<file path="src/rtl/p2s_pkg.sv">
// Shared types and default sizes for the round-robin parallel-to-serial scheduler.
package p2s_pkg;
  typedef enum logic {
    IDLE  = 1'b0,
    SHIFT = 1'b1
  } state_t;

  localparam int P2S_DATA_W  = 4;
  localparam int P2S_NUM_REQ = 4;
endpackage

</file>
<file path="src/rtl/p2s_rr_arbiter.sv">
// Round-robin arbiter: one-hot grant searched from last_grant+1, pointer advances on a taken grant.
module rr_arbiter #(
  parameter int N = 4
) (
  input  logic                 clk,
  input  logic                 reset,
  input  logic [N-1:0]         req,
  input  logic                 en,
  output logic [N-1:0]         gnt,
  output logic [$clog2(N)-1:0] gnt_idx
);
  localparam int IW = $clog2(N);

  logic [IW-1:0] last_q;
  logic [IW-1:0] cand;
  logic          found;
  int            pos;

  always_comb begin
    gnt     = '0;
    gnt_idx = '0;
    found   = 1'b0;
    cand    = '0;
    pos     = 0;
    // Offsets 1..N visit every requester once, ending at the last winner itself.
    for (int off = 1; off <= N; off++) begin
      pos = int'(last_q) + off;
      if (pos >= N) pos = pos - N;
      cand = pos[IW-1:0];
      if (!found && req[cand]) begin
        found   = 1'b1;
        gnt_idx = cand;
      end
    end
    if (en && found) gnt[gnt_idx] = 1'b1;
  end

  always_ff @(posedge clk) begin
    if (reset) begin
      last_q <= IW'(N - 1);
    end else if (en && found) begin
      last_q <= gnt_idx;
    end
  end
endmodule

</file>
<file path="src/rtl/p2s_rr_scheduler.sv">
// Shares one LSB-first shifter among NUM_REQ requesters; each bit is tagged with its source index.
module p2s_rr_scheduler
  import p2s_pkg::*;
#(
  parameter int NUM_REQ = P2S_NUM_REQ,
  parameter int DATA_W  = P2S_DATA_W
) (
  input  logic                       clk,
  input  logic                       reset,
  input  logic [NUM_REQ-1:0]         req_i,
  input  logic [NUM_REQ*DATA_W-1:0]  data_i,
  output logic [NUM_REQ-1:0]         ack_o,
  output logic                       serial_o,
  output logic                       valid_o,
  output logic                       sof_o,
  output logic [$clog2(NUM_REQ)-1:0] src_o,
  output logic                       empty_o
);
  localparam int SW = $clog2(NUM_REQ);
  localparam int CW = $clog2(DATA_W + 1);
  localparam logic [CW-1:0] CNT_FULL = CW'(DATA_W);
  localparam logic [CW-1:0] CNT_ONE  = CW'(1);

  state_t              state_q, state_d;
  logic [CW-1:0]       count_q, count_d;
  logic [DATA_W-1:0]   shift_q, shift_d;
  logic [SW-1:0]       src_q, src_d;
  logic                accept;
  logic                grant_en;
  logic [NUM_REQ-1:0]  gnt;
  logic [SW-1:0]       gnt_idx;
  logic [DATA_W-1:0]   word [NUM_REQ];

  for (genvar gi = 0; gi < NUM_REQ; gi++) begin : g_word
    assign word[gi] = data_i[gi*DATA_W +: DATA_W];
  end

  // Accepting on the last bit lets the next word follow with no idle cycle.
  assign accept   = (state_q == IDLE) || (count_q == CNT_ONE);
  assign grant_en = accept && !reset;

  rr_arbiter #(.N(NUM_REQ)) u_arb (
    .clk     (clk),
    .reset   (reset),
    .req     (req_i),
    .en      (grant_en),
    .gnt     (gnt),
    .gnt_idx (gnt_idx)
  );

  assign ack_o = gnt;

  always_comb begin
    state_d = state_q;
    count_d = count_q;
    shift_d = shift_q;
    src_d   = src_q;
    if (grant_en && |req_i) begin
      state_d = SHIFT;
      count_d = CNT_FULL;
      shift_d = word[gnt_idx];
      src_d   = gnt_idx;
    end else if (state_q == SHIFT) begin
      if (count_q == CNT_ONE) begin
        state_d = IDLE;
        count_d = '0;
        shift_d = '0;
        src_d   = '0;
      end else begin
        shift_d = shift_q >> 1;
        count_d = count_q - CNT_ONE;
      end
    end
  end

  always_ff @(posedge clk) begin
    if (reset) begin
      state_q <= IDLE;
      count_q <= '0;
      shift_q <= '0;
      src_q   <= '0;
    end else begin
      state_q <= state_d;
      count_q <= count_d;
      shift_q <= shift_d;
      src_q   <= src_d;
    end
  end

  assign valid_o  = (state_q == SHIFT);
  assign serial_o = valid_o && shift_q[0];
  assign sof_o    = valid_o && (count_q == CNT_FULL);
  assign src_o    = valid_o ? src_q : '0;
  assign empty_o  = !valid_o;
endmodule

</file>
<file path="config.mk">
export PLATFORM = sky130hd
export DESIGN_NAME = p2s_rr_scheduler
export DESIGN_NICKNAME = d
export VERILOG_FILES = /design/src/rtl/p2s_pkg.sv /design/src/rtl/p2s_rr_arbiter.sv /design/src/rtl/p2s_rr_scheduler.sv
export SDC_FILE = /design/constraint.sdc
export NUM_CORES = 1
export LEC_CHECK = 0
export BUFFER_PORTS_ARGS = -buffer_cell sky130_fd_sc_hd__clkbuf_2
export CAP_MARGIN = 20
export CORE_MARGIN = 4
export CORE_UTILIZATION = 31
export CTS_BUF_LIST = sky130_fd_sc_hd__clkbuf_2 sky130_fd_sc_hd__clkbuf_4 sky130_fd_sc_hd__clkbuf_8
export CTS_CLUSTER_DIAMETER = 40
export DETAILED_ROUTE_END_ITERATION = 10
export PLACE_DENSITY = 0.55
export SLEW_MARGIN = 20
export SYNTH_ARGS = -nofsm -noshare
export SYNTH_HDL_FRONTEND = slang
export SYNTH_SLANG_ARGS = --single-unit
</file>
<file path="constraint.sdc">
create_clock -name clk -period 1.43 [get_ports clk]
set_input_delay 0.143 -clock clk [delete_from_list [all_inputs] [get_ports clk]]
set_output_delay 0.143 -clock clk [all_outputs]
set_load 0.01 [all_outputs]
</file>
==> results.toml, run 1 <==
[yosys]
mappedNetlistNets = 135
synth_top_cell_by_area = "dfxtp_1"
yosysWarningCount = 0
synthCells = 110
synth_area_um2 = 887.1
asyncSetResetFlopFracSynth_pct = 0
synth-seq-cells = 12
synth_edf_count = 0
synth_flop_cell = "dfxtp_1"
yosys.cell_types.count = 35
synth_top_area_share_pct = 27.08
postSynthAreaPerCell_um2 = 8.065
synth_area_leaders = "dfxtp_1 27%, mux2i_1 10%, nor2_1 5.1%"
yosysSeqAreaShare_pct = 27.08

[global_route]
grt_pass1_wl_um = 4629
overflow = 0
track_usage_pct = 16.42
grt_max_degree = 15
first_global_vias = 1032
antenna_found_initial = 0

[sta]
tns_ns = -1.975
fmaxAchievable_mhz = 585.0
hold_viol_final = 0
skew_ns = 0.007547
rsz0062_at_grt = "true"
slew_headroom_pct = 62.92
period_share_pct = 119.5
fin_hold_ws_ns = 0.1706
finalWorstSetupSlack_ns = -0.2795
drv_slew = 0
finalSetupViolCount = 11
tightestPinTransition_ns = 0.5524
finalCriticalPeriod_ns = 1.710

[clock_network]
clk_latency_ns = 0.27
cts_buffer_depth = 2
clk_pin_slew_ns = 0.09
cts_tree = "yes"
cts_max_level = 1
cts.sinks = 12
clockRootBuffer = "clkbuf_4"
numCtsBuffers = 3

[min_path]
min_path_cells = 3
worstHoldStart = "data_i[7]"
min_to = "shift_q[3]$_SDFFE_PP0P_"
hp-class = "input port to flop"

[layout]
filler_cell_count = 250
mostFrequentLayoutCells = "28 x clkbuf_2, 18 x buf_4, 8 x mux2i_1, 8 x dfxtp_1, 8 x buf_6"
final_common_cell = "clkbuf_2"
area_delta_synth_final_pct = 67.14
nNetsFinal = 192
drive_above_1_share_pct = 53.61
fin_util_pct = 54.23
n_antenna_cell = 0

[drt]
vias = 983
ant_nets = 0
drt_wl_total_um = 2668
drt_first_pass_iters = 4
avgRoutedWirePerCell_um = 13.54
drc = 0
initialDrtViolationCount = 23
viasPerCell = 4.990

[run]
drv_cap = 0

[placement]
place_ws_ns = -0.1207
hpwl_um = 1934
port_buffers = 31
gp_congestion = 0.7642

[setup_path]
r2r_setup_slack_ns = -0.23
worstPathRequired_ns = 1.29
crit_path_end_kind = "primary output"
criticalPathCategory = "flop to primary output"
rr_worst_depth = 7
arrival_ns = 1.57
timing.rr.start = "u_arb.last_q[1]$_SDFFE_PP1P_"
r2r_end = "shift_q[2]$_SDFFE_PP0P_"
startpoint = "u_arb.last_q[1]$_SDFFE_PP1P_"
crit_fanout = 7
startpoint_type = "flop"

[status]
violations = "negative setup slack"
status = "complete, but fails checks"

[die]
floorplan.initialDensity_pct = 32.45
die_h_um = 61.50
coreArea_mm2 = 0.002734
pin_count = 32
rows = 19
fp.dieW_um = 61.50
die_area_mm2 = 0.003782

[power_and_ir_drop]
total_leakage_power_nw = 0.6813
ir_drop_mv = 0.3847
powerDensity_mw_per_mm2 = 792.0
## worst max-delay path: stages (launching register included)
cell and delay [ns]:
dfxtp_4 0.39, mux2i_1 0.22, o22a_1 0.18, o21a_1 0.16
buf_12 0.12, buf_6 0.09, nor2_4 0.03, buf_6 0.11
## repair_timing
| action | CTS | global route |
|---|---|---|
| resized for setup | 20 | 17 |
| pin swaps | 12 | 6 |
| setup endpoints to repair | 11 | 14 |
| cloned | 1 | 0 |
| setup buffers | 6 | 3 |
| hold buffers | 0 | 0 |
## cells in the mapped netlist (2+ instances only)
cell / number
nor2_1: 12
clkbuf_1: 2
o211ai_1: 4
ha_1: 3
nand2_1: 7
nor3b_1: 6
dfxtp_1: 12
inv_1: 7
a22oi_1: 3
buf_4: 2
and2_1: 5
a211o_1: 3
nor3_1: 4
a221oi_1: 2
or2_0: 3
a21oi_1: 6
mux2i_1: 9
nand2b_1: 3
## per-layer routing
layer | routed length [µm] | vias to the layer above | GRT usage, %
met5 | 0 | - | 0
met4 | 63 | 0 | 6.667
met3 | 110 | 6 | 2.516
met2 | 1284 | 27 | 28.10
met1 | 1210 | 437 | 20.40
li1 | - | 513 | -
## cell type report
class | count | area, µm² | area share, %
repair buffers | 56 | 405.4 | 27.34
flip-flops and latches | 12 | 247.7 | 16.71
multi-input cells | 87 | 725.7 | 48.95
inverters | 7 | 28.78 | 1.941
clock buffers | 4 | 36.28 | 2.447
well taps | 31 | 38.79 | 2.616
## stage by stage
| step | cells | instance area, µm² | power, mW |
|---|---|---|---|
| 5_1_grt | 197 | 1483 | 1.257 |
| 6_report | 197 | 1483 | 1.174 |
| 3_3_place_gp | 187 | 1289 | 0.7989 |
| 2_1_floorplan | 110 | 957.2 | 0.6436 |
| 4_1_cts | 198 | 1460 | 1.182 |
| 3_5_place_dp | 187 | 1289 | 0.8078 |
## worst max-delay path by stage
stage | to | slack, ns | cells past startpoint
floorplan | src_q[1]$_SDFFE_PP0P_ | 0.01 | 5
global placement | shift_q[0]$_SDFFE_PP0P_ | -0.09 | 8
detailed placement | shift_q[2]$_SDFFE_PP0P_ | -0.12 | 5
CTS | ack_o[2] | -0.30 | 8
global route | ack_o[3] | -0.35 | 7
finish | ack_o[1] | -0.28 | 7
## report_power, final
part,switching (mW),internal [mW]
Combinational,0.228,0.263
Sequential,0.0286,0.373
Clock,0.127,0.155
Total,0.384,0.790
## state kept, by name (all words and copies together), names as in the netlist
| signal | flops |
|---|---|
| shift_q | 4 |
| count_q | 3 |
| valid_o | 1 |
| src_q | 2 |
| u_arb.last_q | 2 |
## kinds of logic after synthesis
group | count (synthesis) | synth area share [%]
buf+inv | 11 | 5.501
mux | 9 | 10.16
flops | 12 | 27.08
fa+ha+maj | 3 | 4.232
simple gates | 48 | 31.03
compound gates | 27 | 22.00
No activity file was read; power rests on OpenSTA's default activity.
==> run 2: changes to the inputs <==
--- a/config.mk
+++ b/config.mk
@@ -5,7 +5,7 @@
 export SDC_FILE = /design/constraint.sdc
 export NUM_CORES = 1
 export LEC_CHECK = 0
-export BUFFER_PORTS_ARGS = -buffer_cell sky130_fd_sc_hd__clkbuf_2
+export BUFFER_PORTS_ARGS = -buffer_cell sky130_fd_sc_hd__buf_2
 export CAP_MARGIN = 20
 export CORE_MARGIN = 4
 export CORE_UTILIZATION = 31
==> results.toml, run 2 (synthesized netlist as in run 1, its figures left out) <==
[status]
status = "complete, but fails checks"
violations = "negative setup slack"

[setup_path]
criticalPathCategory = "flop to primary output"
worstPathRequired_ns = 1.29
path_buf_inv = 3
crit_fanout = 7
timing.rr.start = "u_arb.last_q[1]$_SDFFE_PP1P_"
crit_chain = "mux2i_1 -> o22a_1 -> o21a_1 -> buf_12 -> buf_12 -> nor2_4 -> buf_6"
crit_path_end_kind = "primary output"
r2r_setup_slack_ns = -0.25
cpPeakStageDelay_ns = 0.38
arrival_ns = 1.55
startpoint_type = "flop"
critical-path-top-cell-by-count = "buf_12"
cpLargestDelayFamily = "flip-flops"
r2r_end = "shift_q[0]$_SDFFE_PP0P_"
slowest_stage = "dfxtp_4"
startpoint = "u_arb.last_q[1]$_SDFFE_PP1P_"
rr_worst_depth = 8

[layout]
mostFrequentLayoutCells = "27 x buf_2, 19 x buf_4, 7 x nor2_4, 7 x dfxtp_1"
drive_above_1_share_pct = 55.69
largest_register = "shift_q"
final_common_cell = "buf_2"
largest_register_ffs = 4
reg_top3 = "shift_q (4), count_q (3)"
area_delta_synth_final_pct = 74.33
n_antenna_cell = 0
fin_area_mm2 = 0.001546
nNetsFinal = 193
fin_util_pct = 56.57

[min_path]
min_path_cells = 3
hp-class = "input port to flop"
min_to = "shift_q[1]$_SDFFE_PP0P_"
worstHoldStart = "data_i[9]"

[sta]
rsz0062_at_grt = "true"
tightestPinTransition_ns = 0.3726
finalSetupViolCount = 11
skew_ns = 0.004631
finalWorstSetupSlack_ns = -0.2591
drv_slew = 0
period_share_pct = 118.1
fmaxAchievable_mhz = 592.0
slew_headroom_pct = 75.15
hold_viol_final = 0
finalCriticalPeriod_ns = 1.689

[global_route]
grt_pass1_wl_um = 4416
first_global_vias = 1022
grt_max_degree = 15
overflow = 0
antenna_found_initial = 0
track_usage_pct = 15.65

[run]
drv_cap = 0

[power_and_ir_drop]
total_leakage_power_nw = 0.6877
powerDensity_mw_per_mm2 = 796.1
p_switching_mw = 0.3948
clock_power_share_pct = 22.7
swShare_pct = 32.06
p_int_mw = 0.8364
p_seq_share_pct = 32.6
p_comb_share_pct = 44.7
ir_drop_mv = 0.3686

[placement]
hpwl_um = 1877
port_buffers = 31
placed_cell_area_mm2 = 0.001259
gp_congestion = 0.7918

[drt]
drc = 0
ant_nets = 0
viasPerCell = 5.035
vias = 997
drt_first_pass_iters = 4
drt_wl_total_um = 2560
avgRoutedWirePerCell_um = 12.93
initialDrtViolationCount = 16

[die]
coreArea_mm2 = 0.002734
floorplan.initialDensity_pct = 32.45
die_h_um = 61.50
die_area_mm2 = 0.003782
fp.dieW_um = 61.50
rows = 19
pin_count = 32

[clock_network]
clk_latency_ns = 0.28
clockRootBuffer = "clkbuf_4"
numCtsBuffers = 3
cts.sinks = 12
cts_tree = "yes"
cts_buffer_depth = 2
cts_hold_buf = 0
clk_pin_slew_ns = 0.08
cts_max_level = 1
run 2: through the flow:
| step | hold WS, ns | std cells | power, mW | setup slack, ns | TNS, ns |
|---|---|---|---|---|---|
| 2_1_floorplan | 0.3161 | 110 | 0.6436 | 0.01147 | 0 |
| 3_3_place_gp | 0.4526 | 183 | 0.7913 | -0.06952 | -0.2789 |
| 3_5_place_dp | 0.4675 | 183 | 0.7990 | -0.09069 | -0.5335 |
| 4_1_cts | 0.1808 | 194 | 1.187 | -0.2892 | -2.332 |
| 5_1_grt | 0.1845 | 198 | 1.308 | -0.3418 | -3.159 |
| 6_report | 0.1847 | 198 | 1.231 | -0.2591 | -2.150 |
run 2: power by group through the flow:
stage / Combinational, mW / Sequential (mW) / Clock (mW)
4_1_cts: 0.508 / 0.400 / 0.280
6_report: 0.550 / 0.402 / 0.279
3_5_place_dp: 0.393 / 0.406 / 0
3_3_place_gp: 0.386 / 0.406 / 0
5_1_grt: 0.598 / 0.407 / 0.304
2_1_floorplan: 0.241 / 0.402 / 0
run 2: worst max-delay path by stage:
stage	to	depth (start not counted)	slack [ns]
after floorplan	src_q[1]$_SDFFE_PP0P_	5	0.01
after global placement	ack_o[2]	5	-0.07
after detailed placement	ack_o[2]	5	-0.09
after CTS	ack_o[0]	8	-0.29
after global routing	ack_o[0]	8	-0.34
final	ack_o[1]	7	-0.26
run 2: final cells by class:
class	instances	area [µm²]
inverter	7	28.78
sequential	12	249.0
clock buffer	4	36.28
multi-input combinational	87	740.7
fill	219	1187
timing repair buffer	57	452.9
tap	31	38.79
run 2: worst register-to-register path, delay by kind of cell, from the launching register on:
kind	cells	cell delay (ns)
AOI/OAI and AO/OA	3	0.43
buffers and inverters	3	0.34
DFF	1	0.38
muxes	2	0.41
run 2: what timing repair did:
action / CTS / global route
gates resized for setup: 22 / 13
gates cloned: 1 / 0
pin swaps: 13 / 4
endpoints found under the setup margin: 12 / 14
buffers inserted: 7 / 4
run 2: routing by layer:
metal / vias up / routed length [µm] / track usage [%]
li1: 514 / - / -
met1: 449 / 1092 / 19.15
met2: 29 / 1270 / 27.95
met3: 5 / 158 / 2.096
met4: 0 / 38 / 5.152
met5: - / 0 / 0
==> run 3: changes to the inputs <==
==> constraint.sdc (replaced) <==
create_clock -name clk -period 1.43 [get_ports clk]
set_input_delay 0.143 -clock clk [delete_from_list [all_inputs] [get_ports clk]]
set_output_delay 0.143 -clock clk [all_outputs]
set_load 0.02 [all_outputs]
==> results.toml, run 3 (synthesized netlist as in run 1, its figures left out) <==
[layout]
mostFrequentLayoutCells = "26 x buf_2, 24 x buf_4, 9 x buf_6"
drive_above_1_share_pct = 54.97
largest_register = "shift_q"
area_delta_synth_final_pct = 72.21
largest_register_ffs = 4
final_common_cell = "buf_2"
reg_top3 = "shift_q (4), count_q (3)"
n_antenna_cell = 0
nNetsFinal = 197

[die]
floorplan.initialDensity_pct = 32.45
pin_count = 32
coreArea_mm2 = 0.002734
rows = 19
die_area_mm2 = 0.003782
die_h_um = 61.50
fp.dieW_um = 61.50

[power_and_ir_drop]
p_int_mw = 0.8115
ir_drop_mv = 0.4205
p_comb_share_pct = 44.1
swShare_pct = 32.79
p_seq_share_pct = 32.9
powerDensity_mw_per_mm2 = 790.3
total_leakage_power_nw = 0.6884
clock_power_share_pct = 23.0
power.total_mw = 1.207
p_switching_mw = 0.3959

[placement]
port_buffers = 31
gp_congestion = 0.7280
hpwl_um = 1877

[setup_path]
r2r_end = "shift_q[2]$_SDFFE_PP0P_"
crit_path_end_kind = "primary output"
r2r_setup_slack_ns = -0.21
timing.rr.start = "u_arb.last_q[1]$_SDFFE_PP1P_"
arrival_ns = 1.56
startpoint = "count_q[1]$_SDFFE_PP0P_"
crit_path_end = "ack_o[2]"
startpoint_type = "flop"
rr_worst_depth = 7
worstPathRequired_ns = 1.29
criticalPathCategory = "flop to primary output"
crit_fanout = 3

[drt]
drt_wl_total_um = 2570
wl_met1_um = 1138
vias = 990
drc = 0
avgRoutedWirePerCell_um = 12.72
drt_first_pass_iters = 2
viasPerCell = 4.901
ant_nets = 0
wl_met2_um = 1311
dr.max_layer_used = "met3"
route.met3.wl_um = 121
initialDrtViolationCount = 23

[clock_network]
cts_buffer_depth = 2
cts_max_level = 1
numCtsBuffers = 3
clockRootBuffer = "clkbuf_4"
cts_hold_buf = 0
clk_pin_slew_ns = 0.08
cts.sinks = 12
cts_tree = "yes"
clk_latency_ns = 0.27

[sta]
finalWorstSetupSlack_ns = -0.2707
drv_slew = 0
skew_ns = 0.002960
period_share_pct = 118.9
fin_hold_ws_ns = 0.1748
tightestPinTransition_ns = 0.3251
finalSetupViolCount = 10
finalCriticalPeriod_ns = 1.701
fmaxAchievable_mhz = 588.0
hold_viol_final = 0
slew_headroom_pct = 78.15
rsz0062_at_grt = "true"

[status]
violations = "negative setup slack"
status = "complete, but fails checks"

[global_route]
overflow = 0
antenna_found_initial = 0
grt_max_degree = 15
track_usage_pct = 14.52
first_global_vias = 1029
grt_pass1_wl_um = 4222

[run]
drv_cap = 0

[min_path]
hp-class = "input port to flop"
[run 3: power by group through the flow]
stage | clock [mW] | combinational [mW] | sequential, mW
6_report | 0.277 | 0.533 | 0.398
5_1_grt | 0.301 | 0.583 | 0.403
4_1_cts | 0.283 | 0.471 | 0.396
3_5_place_dp | 0 | 0.417 | 0.404
3_3_place_gp | 0 | 0.411 | 0.404
2_1_floorplan | 0 | 0.258 | 0.404
[run 3: layout make-up]
| cell class | count | area, µm² |
|---|---|---|
| fillers | 240 | 1206 |
| repair buffers | 61 | 451.7 |
| clock buffers | 4 | 36.28 |
| flip-flops and latches | 12 | 250.2 |
| well taps | 31 | 38.79 |
| multi-input cells | 87 | 716.9 |
| inverters | 7 | 33.78 |
[run 3: metrics by stage]
stage	setup slack (ns)	instance area, µm²	setup TNS, ns	util [%]	std cells
CTS	-0.3088	1424	-1.880	52.08	198
floorplan	-0.004102	964.7	-0.007763	-	110
global route	-0.3708	1528	-3.218	55.88	202
detailed placement	-0.1008	1291	-0.6245	47.23	188
finish	-0.2707	1528	-1.962	55.88	202
global placement	-0.08364	1291	-0.4618	47.23	188
[run 3: worst min-delay path by stage]
stage	start	slack (ns)	depth (start not counted)	end
2_1_floorplan	req_i[2]	0.32	2	valid_o$_SDFF_PP0_
3_3_place_gp	data_i[14]	0.45	3	shift_q[2]$_SDFFE_PP0P_
3_5_place_dp	data_i[13]	0.46	3	shift_q[1]$_SDFFE_PP0P_
4_1_cts	data_i[7]	0.18	3	shift_q[3]$_SDFFE_PP0P_
5_1_grt	data_i[13]	0.19	3	shift_q[1]$_SDFFE_PP0P_
6_report	data_i[9]	0.17	3	shift_q[1]$_SDFFE_PP0P_
[run 3: what timing repair did]
action,in CTS,in global routing
buffers inserted,6,4
endpoints found under the hold margin,0,0
setup endpoints to repair,12,12
pin swaps,7,5
gates resized for setup,12,20
[run 3: routing by layer]
metal	track usage (%)	up-vias
met3	1.677	0
met4	6.061	0
li1	-	516
met2	25.41	26
met1	17.83	448
met5	0	-
[run 3: critical path, stage by stage, from the launching register on]
cell and delay [ns]:
dfxtp_2 0.32, inv_2 0.06, ha_4 0.14, nand2b_4 0.05
a211o_4 0.36, inv_8 0.09, nand2_8 0.07, nor2_4 0.08
buf_6 0.12
